===== config.mk =====
export PLATFORM = sky130hd
export DESIGN_NAME = ram_stream_reader_flat
export DESIGN_NICKNAME = d
export VERILOG_FILES = /design/src/rtl/ram_stream_reader_if.sv /design/src/rtl/ram_stream_reader.sv /design/src/flat_wrapper.sv
export SDC_FILE = /design/constraint.sdc
export NUM_CORES = 1
export LEC_CHECK = 0
export CAP_MARGIN = 20
export CORE_MARGIN = 5
export CORE_UTILIZATION = 35
export DETAILED_ROUTE_END_ITERATION = 6
export HOLD_SLACK_MARGIN = 0.02
export SETUP_SLACK_MARGIN = 0.05
export SYNTH_ARGS = -nofsm -noshare
export SYNTH_HDL_FRONTEND = slang
export SYNTH_SLANG_ARGS = --single-unit

===== constraint.sdc =====
create_clock -name clk -period 4.3 [get_ports clk]
set_clock_uncertainty 0.2 [all_clocks]
set_input_delay 0.86 -clock clk [delete_from_list [all_inputs] [get_ports clk]]
set_output_delay 0.86 -clock clk [all_outputs]
set_load 0.01 [all_outputs]

===== src/rtl/ram_stream_reader_if.sv =====
// Bundle of the reader's control, RAM-port and output-stream signals.
// master: the reader itself. slave: the surrounding system (requester, RAM, sink).
interface ram_stream_reader_if #(
  parameter int unsigned DepthBits = 10,
  parameter int unsigned WidthBits = 36
);

  // Transfer control
  logic                 start;
  logic [DepthBits-1:0] start_addr;
  logic [DepthBits:0]   length;
  logic                 abort;
  logic                 busy;
  logic                 done;
  logic                 aborted;

  // RAM read port
  logic                 ram_en;
  logic                 ram_we;
  logic [DepthBits-1:0] ram_addr;
  logic [WidthBits-1:0] ram_do;

  // Output stream
  logic                 m_valid;
  logic                 m_ready;
  logic [WidthBits-1:0] m_data;
  logic                 m_last;

  modport master (
    input  start, start_addr, length, abort, ram_do, m_ready,
    output busy, done, aborted, ram_en, ram_we, ram_addr, m_valid, m_data, m_last
  );

  modport slave (
    output start, start_addr, length, abort, ram_do, m_ready,
    input  busy, done, aborted, ram_en, ram_we, ram_addr, m_valid, m_data, m_last
  );

endinterface


===== src/rtl/ram_stream_reader.sv =====
// Sequential reader for a fixed-latency RAM port, presenting the words as a
// valid/ready stream. A tag pipe tracks in-flight reads and a small skid FIFO
// absorbs the read latency; reads are issued only while FIFO space is reserved.
module ram_stream_reader #(
  parameter int unsigned DepthBits = 10,
  parameter int unsigned WidthBits = 36,
  parameter int unsigned RdLatency = 2,
  parameter int unsigned FifoDepth = 4
) (
  input logic                 clk,
  input logic                 reset_n,
  ram_stream_reader_if.master bus
);

  localparam int unsigned PtrW    = (FifoDepth > 1) ? $clog2(FifoDepth) : 1;
  localparam int unsigned CntW    = $clog2(FifoDepth + 1);
  localparam int unsigned OccW    = CntW + 1;
  localparam int unsigned FlightW = $clog2(RdLatency + 1);

  localparam logic [OccW-1:0]   FifoDepthOcc = OccW'(FifoDepth);
  localparam logic [PtrW-1:0]   PtrLast      = PtrW'(FifoDepth - 1);
  localparam logic [DepthBits:0] RemOne      = (DepthBits + 1)'(1);

  typedef enum logic [1:0] {StIdle, StRead, StDrain, StFinish} state_e;

  state_e                 state_q, state_d;
  logic [DepthBits-1:0]   addr_q, addr_d;
  logic [DepthBits:0]     rem_q, rem_d;
  logic                   discard_q, discard_d;
  logic                   busy_q, done_q, aborted_q, ram_en_q;

  logic [RdLatency-1:0]   tag_v_q, tag_v_d;
  logic [RdLatency-1:0]   tag_l_q, tag_l_d;

  logic [WidthBits:0]     fifo_q [FifoDepth];
  logic [PtrW-1:0]        wr_ptr_q, wr_ptr_d;
  logic [PtrW-1:0]        rd_ptr_q, rd_ptr_d;
  logic [CntW-1:0]        cnt_q, cnt_d;

  logic                   flush, issue, issue_last, exit_v, push, pop;
  logic [FlightW-1:0]     inflight;
  logic [OccW-1:0]        occ;

  function automatic logic [FlightW-1:0] popcount(input logic [RdLatency-1:0] v);
    logic [FlightW-1:0] n;
    n = '0;
    for (int i = 0; i < RdLatency; i++) begin
      n = n + FlightW'(v[i]);
    end
    return n;
  endfunction

  // Issue credit, tag pipe, FIFO push/pop and pointer next-state.
  always_comb begin
    flush      = bus.abort && (state_q == StRead || state_q == StDrain);
    inflight   = popcount(tag_v_q);
    occ        = OccW'(cnt_q) + OccW'(inflight);
    // Credit counts in-flight reads so the FIFO can never overflow.
    issue      = (state_q == StRead) && !bus.abort && (occ < FifoDepthOcc);
    issue_last = issue && (rem_q == RemOne);

    // The tag pipe moves only when the RAM port is enabled, exactly like the data.
    tag_v_d = tag_v_q;
    tag_l_d = tag_l_q;
    if (ram_en_q) begin
      tag_v_d[0] = issue;
      tag_l_d[0] = issue_last;
      for (int i = 1; i < RdLatency; i++) begin
        tag_v_d[i] = tag_v_q[i-1];
        tag_l_d[i] = tag_l_q[i-1];
      end
    end

    exit_v = ram_en_q && tag_v_q[RdLatency-1];
    // After an abort, words still in flight are retired without being stored.
    push   = exit_v && !discard_q && !flush;
    pop    = (cnt_q != '0) && bus.m_ready && !flush;

    wr_ptr_d = wr_ptr_q;
    rd_ptr_d = rd_ptr_q;
    cnt_d    = cnt_q;
    if (flush) begin
      wr_ptr_d = '0;
      rd_ptr_d = '0;
      cnt_d    = '0;
    end else begin
      if (push) wr_ptr_d = (wr_ptr_q == PtrLast) ? '0 : wr_ptr_q + PtrW'(1);
      if (pop)  rd_ptr_d = (rd_ptr_q == PtrLast) ? '0 : rd_ptr_q + PtrW'(1);
      case ({push, pop})
        2'b10:   cnt_d = cnt_q + CntW'(1);
        2'b01:   cnt_d = cnt_q - CntW'(1);
        default: cnt_d = cnt_q;
      endcase
    end
  end

  // Transfer FSM next-state, address and remaining-word counter.
  always_comb begin
    state_d   = state_q;
    addr_d    = addr_q;
    rem_d     = rem_q;
    discard_d = discard_q;
    case (state_q)
      StIdle: begin
        discard_d = 1'b0;
        if (bus.start) begin
          addr_d  = bus.start_addr;
          rem_d   = bus.length;
          state_d = (bus.length == '0) ? StFinish : StRead;
        end
      end
      StRead: begin
        if (flush) begin
          state_d   = StDrain;
          discard_d = 1'b1;
        end else if (issue_last) begin
          state_d = StDrain;
        end
      end
      StDrain: begin
        if (flush) discard_d = 1'b1;
        // Look ahead so FINISH follows the cycle that empties pipe and FIFO.
        if (tag_v_d == '0 && cnt_d == '0) state_d = StFinish;
      end
      StFinish: state_d = StIdle;
      default:  state_d = StIdle;
    endcase
    if (issue) begin
      addr_d = addr_q + DepthBits'(1);
      rem_d  = rem_q - RemOne;
    end
  end

  // FSM state and registered status/RAM-enable outputs.
  always_ff @(posedge clk or negedge reset_n) begin
    if (!reset_n) begin
      state_q   <= StIdle;
      addr_q    <= '0;
      rem_q     <= '0;
      discard_q <= 1'b0;
      busy_q    <= 1'b0;
      done_q    <= 1'b0;
      aborted_q <= 1'b0;
      ram_en_q  <= 1'b0;
    end else begin
      state_q   <= state_d;
      addr_q    <= addr_d;
      rem_q     <= rem_d;
      discard_q <= discard_d;
      busy_q    <= (state_d != StIdle);
      done_q    <= (state_q == StFinish);
      aborted_q <= (state_q == StFinish) && discard_q;
      ram_en_q  <= (state_d == StRead) || (state_d == StDrain);
    end
  end

  // In-flight tag pipe.
  always_ff @(posedge clk or negedge reset_n) begin
    if (!reset_n) begin
      tag_v_q <= '0;
      tag_l_q <= '0;
    end else begin
      tag_v_q <= tag_v_d;
      tag_l_q <= tag_l_d;
    end
  end

  // Skid FIFO storage and pointers; storage is cleared so m_data reads 0 after reset.
  always_ff @(posedge clk or negedge reset_n) begin
    if (!reset_n) begin
      for (int i = 0; i < FifoDepth; i++) fifo_q[i] <= '0;
      wr_ptr_q <= '0;
      rd_ptr_q <= '0;
      cnt_q    <= '0;
    end else begin
      if (push) fifo_q[wr_ptr_q] <= {tag_l_q[RdLatency-1], bus.ram_do};
      wr_ptr_q <= wr_ptr_d;
      rd_ptr_q <= rd_ptr_d;
      cnt_q    <= cnt_d;
    end
  end

  assign bus.busy     = busy_q;
  assign bus.done     = done_q;
  assign bus.aborted  = aborted_q;
  assign bus.ram_en   = ram_en_q;
  assign bus.ram_we   = 1'b0;
  assign bus.ram_addr = addr_q;
  assign bus.m_valid  = (cnt_q != '0);
  assign bus.m_data   = fifo_q[rd_ptr_q][WidthBits-1:0];
  assign bus.m_last   = fifo_q[rd_ptr_q][WidthBits];

endmodule


===== src/flat_wrapper.sv =====
// flat-port wrapper written by rule: the top's interface ports become plain ports
module ram_stream_reader_flat 
#(
  parameter int unsigned DepthBits = 10,
  parameter int unsigned WidthBits = 36,
  parameter int unsigned RdLatency = 2,
  parameter int unsigned FifoDepth = 4
)
  (clk, reset_n, bus_start, bus_start_addr, bus_length, bus_abort, bus_ram_do, bus_m_ready, bus_busy, bus_done, bus_aborted, bus_ram_en, bus_ram_we, bus_ram_addr, bus_m_valid, bus_m_data, bus_m_last);
  ram_stream_reader_if #(.DepthBits(DepthBits), .WidthBits(WidthBits)) bus_i ();
  input logic clk;
  input logic reset_n;
  input wire logic [$bits(bus_i.start)-1:0] bus_start;
  input wire logic [$bits(bus_i.start_addr)-1:0] bus_start_addr;
  input wire logic [$bits(bus_i.length)-1:0] bus_length;
  input wire logic [$bits(bus_i.abort)-1:0] bus_abort;
  input wire logic [$bits(bus_i.ram_do)-1:0] bus_ram_do;
  input wire logic [$bits(bus_i.m_ready)-1:0] bus_m_ready;
  output wire logic [$bits(bus_i.busy)-1:0] bus_busy;
  output wire logic [$bits(bus_i.done)-1:0] bus_done;
  output wire logic [$bits(bus_i.aborted)-1:0] bus_aborted;
  output wire logic [$bits(bus_i.ram_en)-1:0] bus_ram_en;
  output wire logic [$bits(bus_i.ram_we)-1:0] bus_ram_we;
  output wire logic [$bits(bus_i.ram_addr)-1:0] bus_ram_addr;
  output wire logic [$bits(bus_i.m_valid)-1:0] bus_m_valid;
  output wire logic [$bits(bus_i.m_data)-1:0] bus_m_data;
  output wire logic [$bits(bus_i.m_last)-1:0] bus_m_last;
  assign bus_i.start = bus_start;
  assign bus_i.start_addr = bus_start_addr;
  assign bus_i.length = bus_length;
  assign bus_i.abort = bus_abort;
  assign bus_i.ram_do = bus_ram_do;
  assign bus_i.m_ready = bus_m_ready;
  assign bus_busy = bus_i.busy;
  assign bus_done = bus_i.done;
  assign bus_aborted = bus_i.aborted;
  assign bus_ram_en = bus_i.ram_en;
  assign bus_ram_we = bus_i.ram_we;
  assign bus_ram_addr = bus_i.ram_addr;
  assign bus_m_valid = bus_i.m_valid;
  assign bus_m_data = bus_i.m_data;
  assign bus_m_last = bus_i.m_last;
  ram_stream_reader #(.DepthBits(DepthBits), .WidthBits(WidthBits), .RdLatency(RdLatency), .FifoDepth(FifoDepth)) u_core (.clk(clk), .reset_n(reset_n), .bus(bus_i));
endmodule

Word level (Yosys, flattened, before mapping)
Index checks and enable logic that the tools add are counted.
{ "totals": {"register_bits": 187, "input_bits": 62, "out_inout_bits": 53, "wordCells": 102} }
{ "op_classes": {"add_sub_neg": 8, "mux": 29, "order_cmp": 4, "bitwise_logic": 2, "n_eq_ne": 11, "n_reduce_logical": 31} }
{ "ops": {"columns": ["op", "n"], "rows": [
  ["148-bit bitwise mux", 1],
  ["37-bit 2-to-1 mux", 3],
  ["37-bit binary-select mux with 2-bit select", 1],
  ["37-bit demux with 2-bit select", 1],
  ["11-bit 2-to-1 mux", 3],
  ["10-bit 2-to-1 mux", 3],
  ["2-bit 2-to-1 mux", 12],
  ["2-bit equality test, second input constant", 6],
  ["1-bit logical AND", 12],
  ["2-bit nonzero test", 6],
  ["11-bit by 1-bit equality test with 1-bit output, second input constant", 1],
  ["11-bit logical NOT", 1],
  ["11-bit by 1-bit subtractor with 11-bit output, second input constant", 1],
  ["10-bit by 1-bit adder with 10-bit output, second input constant", 1],
  ["2-bit one-hot mux with 4 select lines", 1],
  ["2-bit by 1-bit equality test with 1-bit output, second input constant", 3],
  ["3-bit greater-or-equal comparator, second input constant", 2],
  ["2-bit inverter with 3-bit output", 2],
  ["3-bit one-hot mux with 2 select lines", 1],
  ["2-bit by 1-bit adder with 2-bit output, second input constant", 2],
  ["3-bit by 2-bit adder with 4-bit output", 1],
  ["2-bit logical NOT", 2],
  ["4-bit by 3-bit < comparator with 1-bit output, second input constant", 1],
  ["2-bit AND reduction", 2],
  ["13 further kinds", 16]
]} }

Depth between registers and ports, before layout
Gate-level depths: netlist (run 1).
{ "logic_depth": {"depth_word": 14, "mapped_depth": 15, "ltp_nobuf": 14} }

Worst setup path before layout (run 1)
No wires, ideal clock.
{ "synth_path": {"kind": "input-to-reg", "from": "in bus_abort", "to": "reg u_core.ram_en_q (netlist: u_core.bus.ram_en)", "required_ns": 3.974, "cell_stages": 12, "arrival_ns": 3.180, "slack_ns": 0.795, "setup_time_ns": 0.126, "cell_sequence": "and2_1 -> buf_2 -> nor2_8 -> inv_1 -> ha_1 -> fa_1 -> nor3b_1 -> a21oi_1 -> a221oi_1 -> nor3_1 -> a211o_1 -> ha_1"} }
{ "synth_between": {"elab_chain_len": 12, "elab_cells_between_ends": 23, "classes_between": "4 x eq/ne; 7 x mux; 12 x reduce/logical"} }
{ "synth_lines": {"columns": ["item", "line_no", "rtl"], "rows": [
  ["from (decl)", "flat_wrapper.sv:16", "input wire logic [$bits(bus_i.abort)-1:0] bus_abort;"],
  ["1-bit logical AND", "ram_stream_reader.sv:55", "flush = bus.abort && (state_q == StRead || state_q == StDrain);"],
  ["1-bit logical NOT", "ram_stream_reader.sv:76, ram_stream_reader.sv:77", null],
  ["1-bit logical AND (on tied branches)", "ram_stream_reader.sv:77, ram_stream_reader.sv:76", null],
  ["2-bit by 1-bit equality test with 1-bit output or 2-bit equality test (tied branches)", "ram_stream_reader.sv:89", "case ({push, pop})"],
  ["3-bit one-hot mux with 2 select lines", "ram_stream_reader.sv:89", null],
  ["3-bit 2-to-1 mux", "ram_stream_reader.sv:82", "if (flush) begin"],
  ["3-bit logical NOT", "ram_stream_reader.sv:123", "if (tag_v_d == '0 && cnt_d == '0) state_d = StFinish;"],
  ["1-bit logical AND", "ram_stream_reader.sv:123", null],
  ["2-bit 2-to-1 mux", "ram_stream_reader.sv:123", null],
  ["2-bit one-hot mux with 4 select lines (*)", "ram_stream_reader.sv:103", "case (state_q)"],
  ["2-bit by 1-bit equality test with 1-bit output or 2-bit equality test (tied branches)", "ram_stream_reader.sv:153", "ram_en_q <= (state_d == StRead) || (state_d == StDrain);"],
  ["1-bit logical OR (*)", "ram_stream_reader.sv:153", null],
  ["to (signal assigned)", "ram_stream_reader.sv:153", null],
  ["to (decl)", "ram_stream_reader.sv:30", "logic busy_q, done_q, aborted_q, ram_en_q;"]
]} }
Mark *: on every way between the ends. The rest lies on a longest branch, timed or not.
A chain may end at the register's enable or synchronous reset.

Final worst setup path (run 1)
Same ends and word-level chain as after synthesis.

==> results of run 1 <==
==> state kept, by name (all words and copies together), names as in the netlist, 2 cells and up <==
name and cells:
u_core.fifo_q 148, u_core.rem_q 11, u_core.bus.ram_addr 10, u_core.cnt_q 3
u_core.rd_ptr_q 2, u_core.state_q 2, u_core.tag_l_q 2, u_core.tag_v_q 2
u_core.wr_ptr_q 2
==> path summary, 6_finish.rpt <==
check                                        from                  to  slack [ns]  cells after the start
worst max-delay path                    bus_abort   u_core.bus.ram_en        0.44                     12
worst min-delay path            u_core.fifo_q[69]   u_core.fifo_q[69]        0.29                      1
worst max register to register  u_core.state_q[0]   u_core.bus.ram_en        0.52                     13
worst min register to register  u_core.fifo_q[69]   u_core.fifo_q[69]        0.29                      1
max in group asynchronous                 reset_n  u_core.rd_ptr_q[0]        2.57                      2
min in group asynchronous                 reset_n  u_core.fifo_q[128]        0.31                      1
==> where the power goes <==
group          switching [mW]  internal, mW
Sequential              0.351          2.19
Clock                   0.676         0.938
Combinational           0.950          1.11
==> logic make-up after synthesis <==
family,after synthesis
muxes,190
DFF,187
and+or+nand+nor,113
AOI/OAI and AO/OA,63
buffers and inverters,43
adders and majority gates,16
xor gates and xnor gates,2
other,1
==> routing by layer <==
metal | part of all wire | vias to the layer above
li1 | - | 2475
met1 | 0.44 | 2843
met2 | 0.50 | 148
met3 | 0.052 | 18
met4 | 0.011 | 0
met5 | 0 | -
==> critical path: stages <==
cell             delay [ns]
clkdlybuf4s50_1        0.52
and2_1                 0.49
nor2_8                 0.13
inv_1                  0.08
ha_1                   0.20
fa_1                   0.47
nor3b_1                0.21
a21oi_1                0.06
a221oi_1               0.27
nor3_1                 0.10
a211o_1                0.28
ha_1                   0.29
==> final cells by class <==
class                           instances  share of cell area
Inverter                               13             0.00455
Sequential cell                       187               0.437
Clock buffer                           20              0.0417
Clock inverter                         12              0.0149
Tap cell                              324              0.0378
Multi-Input combinational cell        385               0.353
Timing Repair Buffer                  119               0.111
==> cell usage in the layout, fill, tap and decap left out, types with 2 or more instances in the layout <==
cell             netlist  layout
nor3_1                11      11
o21ai_1                2       2
nor4_1                 3       3
or2_2                  3       3
nor2_1                32      32
a21oi_1               22      22
nand2_1               23      23
or3_1                  2       2
o21ai_0               16      16
clkbuf_16              0      17
clkinvlp_4             0       4
mux4_2                37      37
nor3_2                 2       2
nand2_4                4       4
dfrtp_1              187     185
nand2b_1               3       3
and2_1                 3       3
nand3_1               10      10
and3_1                 5       5
a211oi_1               9       9
mux2_2                31      31
mux2i_1                2       2
mux2_1               120     120
clkbuf_1               6       2
o211ai_1               3       3
buf_4                  1       5
inv_6                  0       4
a31oi_1                3       3
dfrtp_2                0       2
inv_1                 13      13
bufinv_16              0       3
ha_1                  15      15
clkdlybuf4s50_1        0     112
==> flow_metrics.py, run 1 <==
metrics = {
    "logic_synthesis": {
        "async_flop_share": 1.00,
        "synth-simple-area-share": 0.0716,
        "syn_inst": 615,
        "synth_top_family_by_area": "multiplexers",
        "yosysWarnings": 0,
        "synth_common_cells": "dfrtp_1 (187), mux2_1 (120), mux4_2 (37)",
        "synth_top_cell_by_area": "dfrtp_1",
        "synth-edff-count": 0,
        "synthMuxAreaShare": 0.295,
        "syn_area_mm2": 0.00866,
        "synth_xor_area_frac": 0.00202,
        "synth-seq-cells": 187,
        "synth_top_cell_area_share": 0.540,
        "ys_top_cells_by_area": "dfrtp_1 (54%), mux2_1 (16%), mux4_2 (9.6%)",
        "synthAdderAreaFrac": 0.0240,
        "yosysMostFrequentCell": "dfrtp_1",
        "synth_compound_area_frac": 0.0441,
        "ys_types": 54,
        "syn_area_per_cell_um2": 14.1,
        "syn_nets": 693,
        "seq_area_frac_synth": 0.540,
        "synth_flop_cell": "dfrtp_1",
    },
    "pwr": {
        "power_mw": 6.21,
        "leakage_nw": 5.01,
        "p_per_area_mw_per_mm2": 580,
        "peakVddDrop_mv": 0.252,
    },
    "worst_setup_path": {
        "path_class": "in -> reg",
        "cp-end-kind": "flop",
        "critPathLaunchType": "input port",
        "cp.required_ns": 4.40,
        "cp_max_fo": 10,
        "cp_data_arrival_time_ns": 3.96,
    },
    "finish": {
        "multiInputGateArea_mm2": 0.00378,
        "diodes": 0,
        "stdcell_area_mm2": 0.0107,
        "final_net_count": 801,
        "seq_area_mm2": 0.00468,
        "fillers": 2154,
        "area_growth_syn_to_layout_pct": 23.7,
        "drive_above_1_share": 0.167,
        "stdcell_count": 1060,
        "final_util": 0.441,
    },
    "die": {
        "num_io_pins": 115,
        "initial_core_util": 0.356,
        "core_area_mm2": 0.0243,
        "fp.dieH_um": 167,
        "die_w_um": 167,
        "dieArea_mm2": 0.0280,
        "rows": 57,
    },
    "sta": {
        "hold_viol": 0,
        "hold_ws_ns": 0.287,
        "period_share": 0.898,
        "finalCriticalPeriod_ns": 3.86,
        "setup_ws_ns": 0.439,
        "tightest_slew_ns": 0.919,
        "finalSetupTns_ns": 0,
        "slew_headroom": 0.385,
        "rsz0062_at_grt": "false",
        "setup_viol": 0,
        "final-max-slew-violation-count": 0,
        "fmax_mhz": 259,
    },
    "drt": {
        "route.detailed.drc": 0,
        "drtIter0Drc": 313,
        "wl_per_cell_um": 18.5,
        "dr_total_vias": 5484,
        "wirelength_um": 19600,
        "via_per_inst": 5.17,
        "antenna_violating_nets_post_route": 0,
        "dr.pass1.iters": 4,
    },
    "grt": {
        "grt_use_met3": 0.0410,
        "track_usage": 0.145,
        "busiest_layer": "met2",
        "grt_overflow_total": 0,
        "antenna_found_initial": 0,
        "grt.met2_usage": 0.246,
        "grt_max_degree": 96,
        "grt_pass1_wl_um": 32900,
        "grt_pass1_vias": 6234,
        "use_met1": 0.183,
    },
    "clocking": {
        "worstSkewPairLatency_ns": 0.42,
        "cts_setup_buffers": 0,
        "clk_pin_slew_ns": 0.07,
        "cts_max_path_buffers": 2,
        "root_buffer": "clkbuf_16",
        "post_cts_resized": 0,
        "cts_tree": "yes",
        "cts.sinks": 187,
        "cts_made_buffers": 17,
        "ctsHtreeMaxLevel": 4,
        "cts-hold-fix-buffers": 0,
    },
    "min_path": {
        "hold_class": "reg -> reg",
    },
    "place": {
        "placed_cells": 1028,
        "gp_congestion": 0.833,
        "hpwl_um": 12900,
        "port_buffers": 113,
        "dp_slack_ns": 0.0324,
        "place_area_mm2": 0.0101,
    },
    "status": {
        "outcome": "finished clean",
    },
    "run": {
        "maxCapViolations": 0,
    },
}
Note: power is estimated with default switching activity, not from simulation.
==> run 2: changes to the inputs <==
--- a/config.mk
+++ b/config.mk
@@ -11,6 +11,7 @@
 export DETAILED_ROUTE_END_ITERATION = 6
 export HOLD_SLACK_MARGIN = 0.02
 export SETUP_SLACK_MARGIN = 0.05
+export SKIP_LAST_GASP = 1
 export SYNTH_ARGS = -nofsm -noshare
 export SYNTH_HDL_FRONTEND = slang
 export SYNTH_SLANG_ARGS = --single-unit
==> results of run 2 <==
No change in the layout: final DEF, timing and power equal those of run 1.
